==> config.mk <==
export PLATFORM = sky130hd
export DESIGN_NAME = run_detector
export DESIGN_NICKNAME = d
export VERILOG_FILES = /design/src/rtl/run_detector.sv
export SDC_FILE = /design/constraint.sdc
export NUM_CORES = 1
export LEC_CHECK = 0
export BUFFER_PORTS_ARGS = -buffer_cell sky130_fd_sc_hd__buf_2
export CAP_MARGIN = 30
export CORE_UTILIZATION = 49
export DETAILED_ROUTE_END_ITERATION = 7
export PLACE_DENSITY = 0.86
export SYNTH_ARGS = -nofsm -noshare
export SYNTH_HDL_FRONTEND = slang
export SYNTH_SLANG_ARGS = --single-unit
==> constraint.sdc <==
create_clock -name clk -period 3.6 [get_ports clk]
set_clock_uncertainty 0.1 [all_clocks]
set_input_delay 0.36 -clock clk [delete_from_list [all_inputs] [get_ports clk]]
set_output_delay 0.36 -clock clk [all_outputs]
set_load 0.01 [all_outputs]
==> src/rtl/run_detector.sv <==
// Run-length detector: flags thresh consecutive identical valid bits.
// Level or retriggering pulse output, with a saturating hit counter.
module run_detector #(
    parameter int CW     = 4,
    parameter int HW     = 8,
    parameter int RETRIG = 0
) (
    input  logic          clk,
    input  logic          rst,
    input  logic          in,
    input  logic          in_valid,
    input  logic          clr,
    input  logic [CW-1:0] thresh,
    input  logic [1:0]    mode,
    output logic          out,
    output logic          hit,
    output logic [CW-1:0] run_len,
    output logic          run_bit,
    output logic [HW-1:0] hit_count
);

    localparam logic [CW-1:0] LEN_MAX = '1;
    localparam logic [HW-1:0] CNT_MAX = '1;
    localparam logic [CW-1:0] LEN_ONE = CW'(1);

    logic          nbit;
    logic [CW-1:0] nlen;
    logic          match;
    logic          det;
    logic          n_out;
    logic          n_hit;
    logic          n_bit;
    logic [CW-1:0] n_len;
    logic [HW-1:0] n_cnt;

    always_comb begin
        nbit  = in;
        nlen  = LEN_ONE;
        match = 1'b0;
        det   = 1'b0;
        n_out = out;
        n_hit = 1'b0;
        n_bit = run_bit;
        n_len = run_len;
        n_cnt = hit_count;

        if (run_len != '0 && in == run_bit) begin
            nbit = run_bit;
            nlen = (run_len == LEN_MAX) ? LEN_MAX : run_len + LEN_ONE;
        end

        case (mode)
            2'b00:   match = ~nbit;
            2'b01:   match = nbit;
            2'b10:   match = 1'b1;
            default: match = 1'b0;
        endcase

        if (RETRIG == 0)
            det = match && thresh != '0 && nlen >= thresh;
        else
            det = match && thresh != '0 && nlen == thresh;

        if (in_valid) begin
            n_out = det;
            n_bit = nbit;
            if (RETRIG == 0) begin
                n_hit = det & ~out;
                n_len = nlen;
            end else begin
                n_hit = det;
                // a completed run restarts so detections never overlap
                n_len = det ? '0 : nlen;
            end
        end else if (RETRIG != 0) begin
            n_out = 1'b0;
        end

        if (n_hit && hit_count != CNT_MAX)
            n_cnt = hit_count + HW'(1);
    end

    always_ff @(posedge clk) begin
        if (rst || clr) begin
            out       <= 1'b0;
            hit       <= 1'b0;
            run_len   <= '0;
            run_bit   <= 1'b0;
            hit_count <= '0;
        end else begin
            out       <= n_out;
            hit       <= n_hit;
            run_len   <= n_len;
            run_bit   <= n_bit;
            hit_count <= n_cnt;
        end
    end

endmodule

Yosys cells after proc, flatten, opt, wreduce, memory -nomap -nowiden

Index checks and enable logic that the tools add are counted.
Widths: inputs -> output; s select.

Add/sub/neg operators: 2
Order comparisons: 1
Equality and inequality tests: 5
Muxes and demuxes: 5
Bitwise operators: 3
Reduce and logical (&&, ||, !) cells: 8

Operators with widths:

| cell                | count |
|---|---|
| $add 8x1->8 const B | 1 |
| $mux 4              | 2 |
| $ne 8x8->1 const B  | 1 |
| $reduce_bool 4->1   | 2 |
| $add 4x1->4 const B | 1 |
| $eq 4x4->1 const B  | 1 |
| $ge 4x4->1          | 1 |
| $logic_and 1x1->1   | 4 |
| $pmux 1 s3          | 1 |
| $eq 2x1->1 const B  | 1 |
| $eq 2x2->1 const B  | 1 |
| $logic_not 2->1     | 1 |
| $mux 1              | 2 |
| $not 1->1           | 2 |
| $and 1x1->1         | 1 |
| $eq 1x1->1          | 1 |
| $logic_or 1x1->1    | 1 |

Register bits: 15
Input bits: 11
Output and inout port bits: 15
Logic and storage cells: 29

Logic depth before layout (Yosys ltp)

Gate-level depths: netlist of run 1.

Word-level depth: 10
Gate-level depth with buffers: 12
Depth with buffers taken out: 11

Least setup slack after synthesis of run 1

Ideal clock, no wire load.

Path type: flip-flop to flip-flop
From: register run_len[0]
To: register hit_count[6]
Library setup time: 0.086 ns
Arrival time: 2.756 ns
Data required time: 3.414 ns
Slack: 0.659 ns
Stages on the path, launching flop included: 13
Path buffers: 1
Period minus slack after synthesis: 2.941 ns
Path through: dfxtp_1 inv_1 ha_1 nand2b_1 o21ai_0 a311oi_1 ha_1 nand2b_1 a2111oi_1 or4_4 buf_4 nor4_1 a211oi_1

Longest elaborated chain between the ends: 10
Elaborated cells between the ends (all ways): 15
Those cells by class: add/sub (1); order compare (1); eq/ne (1); mux (5); bitwise (2); reduce/logical (5)

Ends and longest elaborated chain:

| what                                                                | line | text |
|---|---|---|
| start: declaration                                                  | 17   | `output logic [CW-1:0] run_len,` |
| start signal: assignment                                            | 93   | `run_len <= n_len;` |
| parallel branches: the longest is 6 deep, another holds $add 4x1->4 | n/a  |  |
| $logic_and 1x1->1 (*)                                               | 60   | `det = match && thresh != '0 && nlen >= thresh;` |
| $and 1x1->1 (*)                                                     | 68   | `n_hit = det & ~out;` |
| $mux 1 (*)                                                          | 64   | `if (in_valid) begin` |
| $logic_and 1x1->1 (*)                                               | 79   | `if (n_hit && hit_count != CNT_MAX)` |
| end signal: assignment                                              | 95   | `hit_count <= n_cnt;` |
| end: declaration                                                    | 19   | `output logic [HW-1:0] hit_count` |

Every way passes the cells marked *.
A chain may end at the register's enable or synchronous reset.

Worst setup path in the final report of run 1

From: register run_len[0]
To: register hit_count[5]

The elaborated chain is that of the path after synthesis.

==> results of run 1 <==
[logic make-up after synthesis]
group / after synthesis / share of synthesized area [%]
adders and majority gates: 7 / 9.93
muxes: 4 / 4.54
and+or+nand+nor: 44 / 26.8
AOI/OAI and AO/OA: 25 / 17.2
xor gates and xnor gates: 2 / 1.99
buffers and inverters: 11 / 5.53
DFF: 15 / 34.0
[worst max-delay path: cells and delay by family (launching register included)]
kind / cells / cell delay [ns]
buffers and inverters: 1 / 0.09
and+or+nand+nor: 4 / 1.27
DFF: 1 / 0.41
AOI/OAI and AO/OA: 4 / 0.85
adders and majority gates: 2 / 0.37
[final cells by class]
type / instances / area [um^2]
flip-flops and latches: 15 / 300
fillers: 146 / 556
well taps: 24 / 30.0
inverters: 6 / 22.5
repair buffers: 25 / 125
clock inverters: 1 / 5.00
multi-input cells: 82 / 533
clock buffers: 3 / 22.5
[worst max-delay path by stage]
| stage | cells past startpoint | endpoint | start |
|---|---|---|---|
| 2_1_floorplan | 12 | hit_count[6] | run_len[0] |
| 3_3_place_gp | 11 | hit_count[3] | run_len[0] |
| 5_1_grt | 11 | hit_count[6] | run_len[0] |
| 3_5_place_dp | 11 | hit_count[5] | run_len[0] |
| 4_1_cts | 11 | hit_count[5] | run_len[0] |
| 6_report | 11 | hit_count[5] | run_len[0] |
[stage by stage]
stage / cell area (um^2) / util, %
after floorplan: 882 / -
after CTS: 1040 / 65.1
final: 1040 / 65.1
after global placement: 1010 / 63.4
after global routing: 1040 / 65.1
after detailed placement: 1010 / 63.4
[routing by layer]
metal / up-vias / part of all wire [%] / global-route usage, %
li1: 442 / - / -
met1: 409 / 42 / 22.4
met2: 27 / 53 / 42.1
met3: 4 / 3.9 / 6.53
met4: 0 / 1.3 / 9.70
met5: - / 0 / 0
[Yosys cell counts]
cell        n
nor2_1     12
a311oi_1    1
dfxtp_1    15
ha_1        7
a21oi_1     9
o21a_1      1
a31oi_1     2
or4_1       3
inv_1       6
a211oi_1    2
or4_4       1
o31ai_1     2
nand3_1     6
or3_2       3
o211ai_1    1
a2111oi_1   1
nand2b_1    2
nand2_1     5
nor4_1      2
nor3_1      4
or3_1       3
o21ai_0     6
buf_4       2
nand2b_2    1
mux2i_1     4
clkbuf_1    3
xnor2_1     2
or2_2       1
nor3b_1     1
[power by group through the flow]
stage | Sequential [mW] | Combinational [mW] | Clock [mW]
2_1_floorplan | 0.173 | 0.0172 | 0
3_3_place_gp | 0.172 | 0.0262 | 0
3_5_place_dp | 0.172 | 0.0271 | 0
4_1_cts | 0.168 | 0.0273 | 0.101
5_1_grt | 0.169 | 0.0297 | 0.106
6_report | 0.168 | 0.0270 | 0.0970
[state kept, by name (all words and copies together) (netlist names)]
signal,flops
hit_count,8
run_len,4
hit,1
run_bit,1
out,1
==> impl_metrics.json, run 1 <==
{
  "yosysTopAreaCellShare_pct": 34.0,
  "tns_ns": 0,
  "die_area_um2": 1970,
  "switching_share_pct": 24.6,
  "criticalPathCategory": "register to register",
  "finalNonFillerCells": 156,
  "finalHoldViolCount": 0,
  "p_leak_nw": 0.431,
  "ys_seq_elements": 15,
  "synth_top_area_cell": "dfxtp_1",
  "period_share_pct": 87.8,
  "grtUsageTotal_pct": 22.3,
  "ctsResizeCount": 0,
  "final_common_cell": "buf_2",
  "grt_max_degree": 16,
  "fp-row-count": 14,
  "crit_required_ns": 3.71,
  "num_antenna_cells": 0,
  "setup_slack_ns": 0.438,
  "seq_area_frac_synth_pct": 34.0,
  "start_util_pct": 55.3,
  "fin_nets": 151,
  "vias": 882,
  "cts-root-buf": "clkbuf_4",
  "layout_common_cells": "25 x buf_2, 15 x dfxtp_1, 12 x nor2_1",
  "reg2reg_from": "run_len[0]",
  "critPathMaxFanout": 15,
  "reg2reg_slack_ns": 0.44,
  "powerDensity_nw_per_um2": 281,
  "first_pass_iters": 4,
  "layout-drive-gt1-share_pct": 26.5,
  "cts_tree": "yes",
  "area_growth_pct": 17.7,
  "fp.dieW_um": 44.4,
  "max_slew.worst_pin.slew_ns": 0.667,
  "hold-path-endpoint": "run_bit",
  "grt_pass1_wl_um": 3230,
  "path_cells": "inv_1, ha_1, nand2b_1, o21ai_0, a311oi_1, ha_1, nand2b_1, a2111oi_1, or4_4, or3_2, a21oi_1",
  "worstReg2RegEnd": "hit_count[5]",
  "overflow": 0,
  "finalMaxSlewViolations": 0,
  "power_switching_mw": 0.0718,
  "crit_slowest_cell": "or4_4",
  "grt_antenna_before_repair": 0,
  "finalPower_mw": 0.292,
  "pre_cts_slack_ns": 0.453,
  "maxSlewHeadroom_pct": 55.2,
  "endpoint_kind": "register",
  "insertion_delay_ns": 0.28,
  "die_h_um": 44.4,
  "outcome": "completed",
  "cts_buffers": 3,
  "p_int_mw": 0.220,
  "holdCritPathClass": "input pin to register",
  "holdPathStages": 3,
  "reg2regPathDepth": 11,
  "ctsHoldBuffers": 0,
  "drt-initial-drc-count": 6,
  "io-pin-count": 26,
  "routed_via_density": 5.65,
  "avgSynthCellArea_um2": 8.17,
  "synthCells": 108,
  "dp_hpwl_um": 1460,
  "first_global_vias": 805,
  "place_inst": 152,
  "wire_per_inst_um": 12.5,
  "p_comb_share_pct": 9.3,
  "min_period_ns": 3.16,
  "hp-start": "in",
  "cp-start-kind": "register",
  "yosys_warnings": 0,
  "placement.io_buffers": 25,
  "syn-num-nets": 126,
  "cts_buffer_depth": 2,
  "holdWs_ns": 0.259,
  "max_freq_mhz": 316,
  "ys_types": 29,
  "wl_um": 1940,
  "cp.arrival_ns": 3.27,
  "synth_area_leaders": "dfxtp_1 34%, ha_1 9.9%, a21oi_1 5.1%",
  "cap_violations": 0,
  "h-tree-depth": 1,
  "syn_area_um2": 882,
  "rsz0062_at_grt": "false",
  "setup_viol": 0,
  "cts_sinks": 15,
  "core_region_area_um2": 1590,
  "ant_nets": 0,
  "place.gp.congestion": 0.821,
  "cts_setup_buffers": 0,
  "clkPwrFrac_pct": 33.2,
  "max_stage_delay_ns": 0.62,
  "vdd_drop_max_mv": 0.248,
  "seqPwrFrac_pct": 57.6,
  "drcViolationCount": 0,
  "clk_pin_slew_worst_paths_ns": 0.09
}
No activity file was read; power rests on OpenSTA's default activity.
==> inputs of run 2 (changes only) <==
MAX_ROUTING_LAYER = met4   (was not set)
==> impl_metrics.json, run 2 (synthesized netlist as in run 1, its figures left out) <==
{
  "outcome": "completed",
  "drcViolationCount": 0,
  "first_global_vias": 805,
  "p_int_mw": 0.220,
  "pre_cts_slack_ns": 0.453,
  "fp-row-count": 14,
  "layout-drive-gt1-share_pct": 26.5,
  "period_share_pct": 87.7,
  "finalHoldViolCount": 0,
  "switching_share_pct": 24.3,
  "cts-root-buf": "clkbuf_4",
  "ant_nets": 0,
  "finalMaxSlewViolations": 0,
  "cts_sinks": 15,
  "vias": 881,
  "core_region_area_um2": 1590,
  "max_stage_delay_ns": 0.62,
  "grt_pass1_wl_um": 3230,
  "vdd_drop_max_mv": 0.244,
  "criticalPathCategory": "register to register",
  "start_util_pct": 55.3,
  "ctsResizeCount": 0,
  "io-pin-count": 26,
  "place_inst": 152,
  "endpoint_kind": "register",
  "p_leak_nw": 0.431,
  "crit_required_ns": 3.71,
  "tns_ns": 0,
  "finalNonFillerCells": 156,
  "area_growth_pct": 17.7,
  "clkPwrFrac_pct": 33.0,
  "routed_via_density": 5.65,
  "dp_hpwl_um": 1460,
  "crit_slowest_cell": "or4_4",
  "p_comb_share_pct": 9.3,
  "h-tree-depth": 1,
  "fp.dieW_um": 44.4,
  "die_h_um": 44.4,
  "insertion_delay_ns": 0.28,
  "setup_viol": 0,
  "die_area_um2": 1970,
  "powerDensity_nw_per_um2": 280,
  "cts_tree": "yes",
  "holdCritPathClass": "input pin to register",
  "num_antenna_cells": 0,
  "layout_common_cells": "25 x buf_2, 15 x dfxtp_1, 12 x nor2_1",
  "cts_buffer_depth": 2,
  "cap_violations": 0,
  "setup_slack_ns": 0.441,
  "grt_max_degree": 16,
  "wl_um": 1940,
  "final_common_cell": "buf_2",
  "path_cells": "inv_1, ha_1, nand2b_1, o21ai_0, a311oi_1, ha_1, nand2b_1, a2111oi_1, or4_4, or3_2, a21oi_1",
  "wire_per_inst_um": 12.4,
  "grtUsageTotal_pct": 23.0,
  "max_freq_mhz": 317,
  "seqPwrFrac_pct": 57.8,
  "cts_buffers": 3,
  "place.gp.congestion": 0.833,
  "nFillCells": 146,
  "first_pass_iters": 4,
  "placement.io_buffers": 25,
  "top_regs": "hit_count (8), run_len (4)",
  "grt_antenna_before_repair": 0,
  "multi_input_area_um2": 533,
  "cp-start-kind": "register",
  "cts_setup_buffers": 0,
  "overflow": 0,
  "fin_nets": 151,
  "top_register": "hit_count",
  "rsz0062_at_grt": "false",
  "maxSlewHeadroom_pct": 55.2,
  "min_period_ns": 3.16,
  "critPathMaxFanout": 15,
  "final_util_pct": 65.1,
  "drt-initial-drc-count": 7,
  "power_switching_mw": 0.0708,
  "ctsHoldBuffers": 0,
  "largest_reg_flops": 8,
  "clk_pin_slew_worst_paths_ns": 0.09,
  "register_area_um2": 300,
  "cp.arrival_ns": 3.27,
  "max_slew.worst_pin.slew_ns": 0.667
}
[run 2: power by group through the flow]
stage,clock network [mW],logic [mW],registers (mW)
after floorplan,0,0.0172,0.173
after global placement,0,0.0262,0.172
after detailed placement,0,0.0271,0.172
after CTS,0.101,0.0273,0.168
after global routing,0.106,0.0297,0.169
final,0.0960,0.0270,0.168
[run 2: cell type report]
cell class / count / area share, %
clock buffers: 3 / 2.17
clock inverters: 1 / 0.482
inverters: 6 / 2.17
multi-input cells: 82 / 51.3
flip-flops and latches: 15 / 28.9
well taps: 24 / 2.89
repair buffers: 25 / 12.0
[run 2: final timing paths]
check	to	from	depth (start not counted)	slack, ns
max reg2reg	hit_count[5]	run_len[0]	11	0.44
min reg2reg	hit_count[6]	hit_count[6]	1	0.42
max	hit_count[5]	run_len[0]	11	0.44
min	run_bit	in	3	0.26
[run 2: metrics by stage]
stage / hold slack (ns) / power [mW] / cell area (um^2)
floorplan: 0.407 / 0.190 / 882
global placement: 0.391 / 0.198 / 1010
detailed placement: 0.408 / 0.199 / 1010
CTS: 0.256 / 0.296 / 1040
global route: 0.272 / 0.305 / 1040
finish: 0.262 / 0.291 / 1040
[run 2: critical path: cells and delay by family (launching register included)]
family | cells | cell delay (ns)
adders and majority gates | 2 | 0.37
DFF | 1 | 0.41
and+or+nand+nor | 4 | 1.27
AOI/OAI and AO/OA | 4 | 0.85
buffers and inverters | 1 | 0.09
[run 2: per-layer routing]
layer | track usage [%] | up-vias | routed length [um]
met5 | - | - | 0
met4 | 9.70 | 0 | 25
met3 | 6.53 | 4 | 75
met2 | 42.1 | 27 | 1040
met1 | 22.4 | 408 | 802
li1 | - | 442 | -
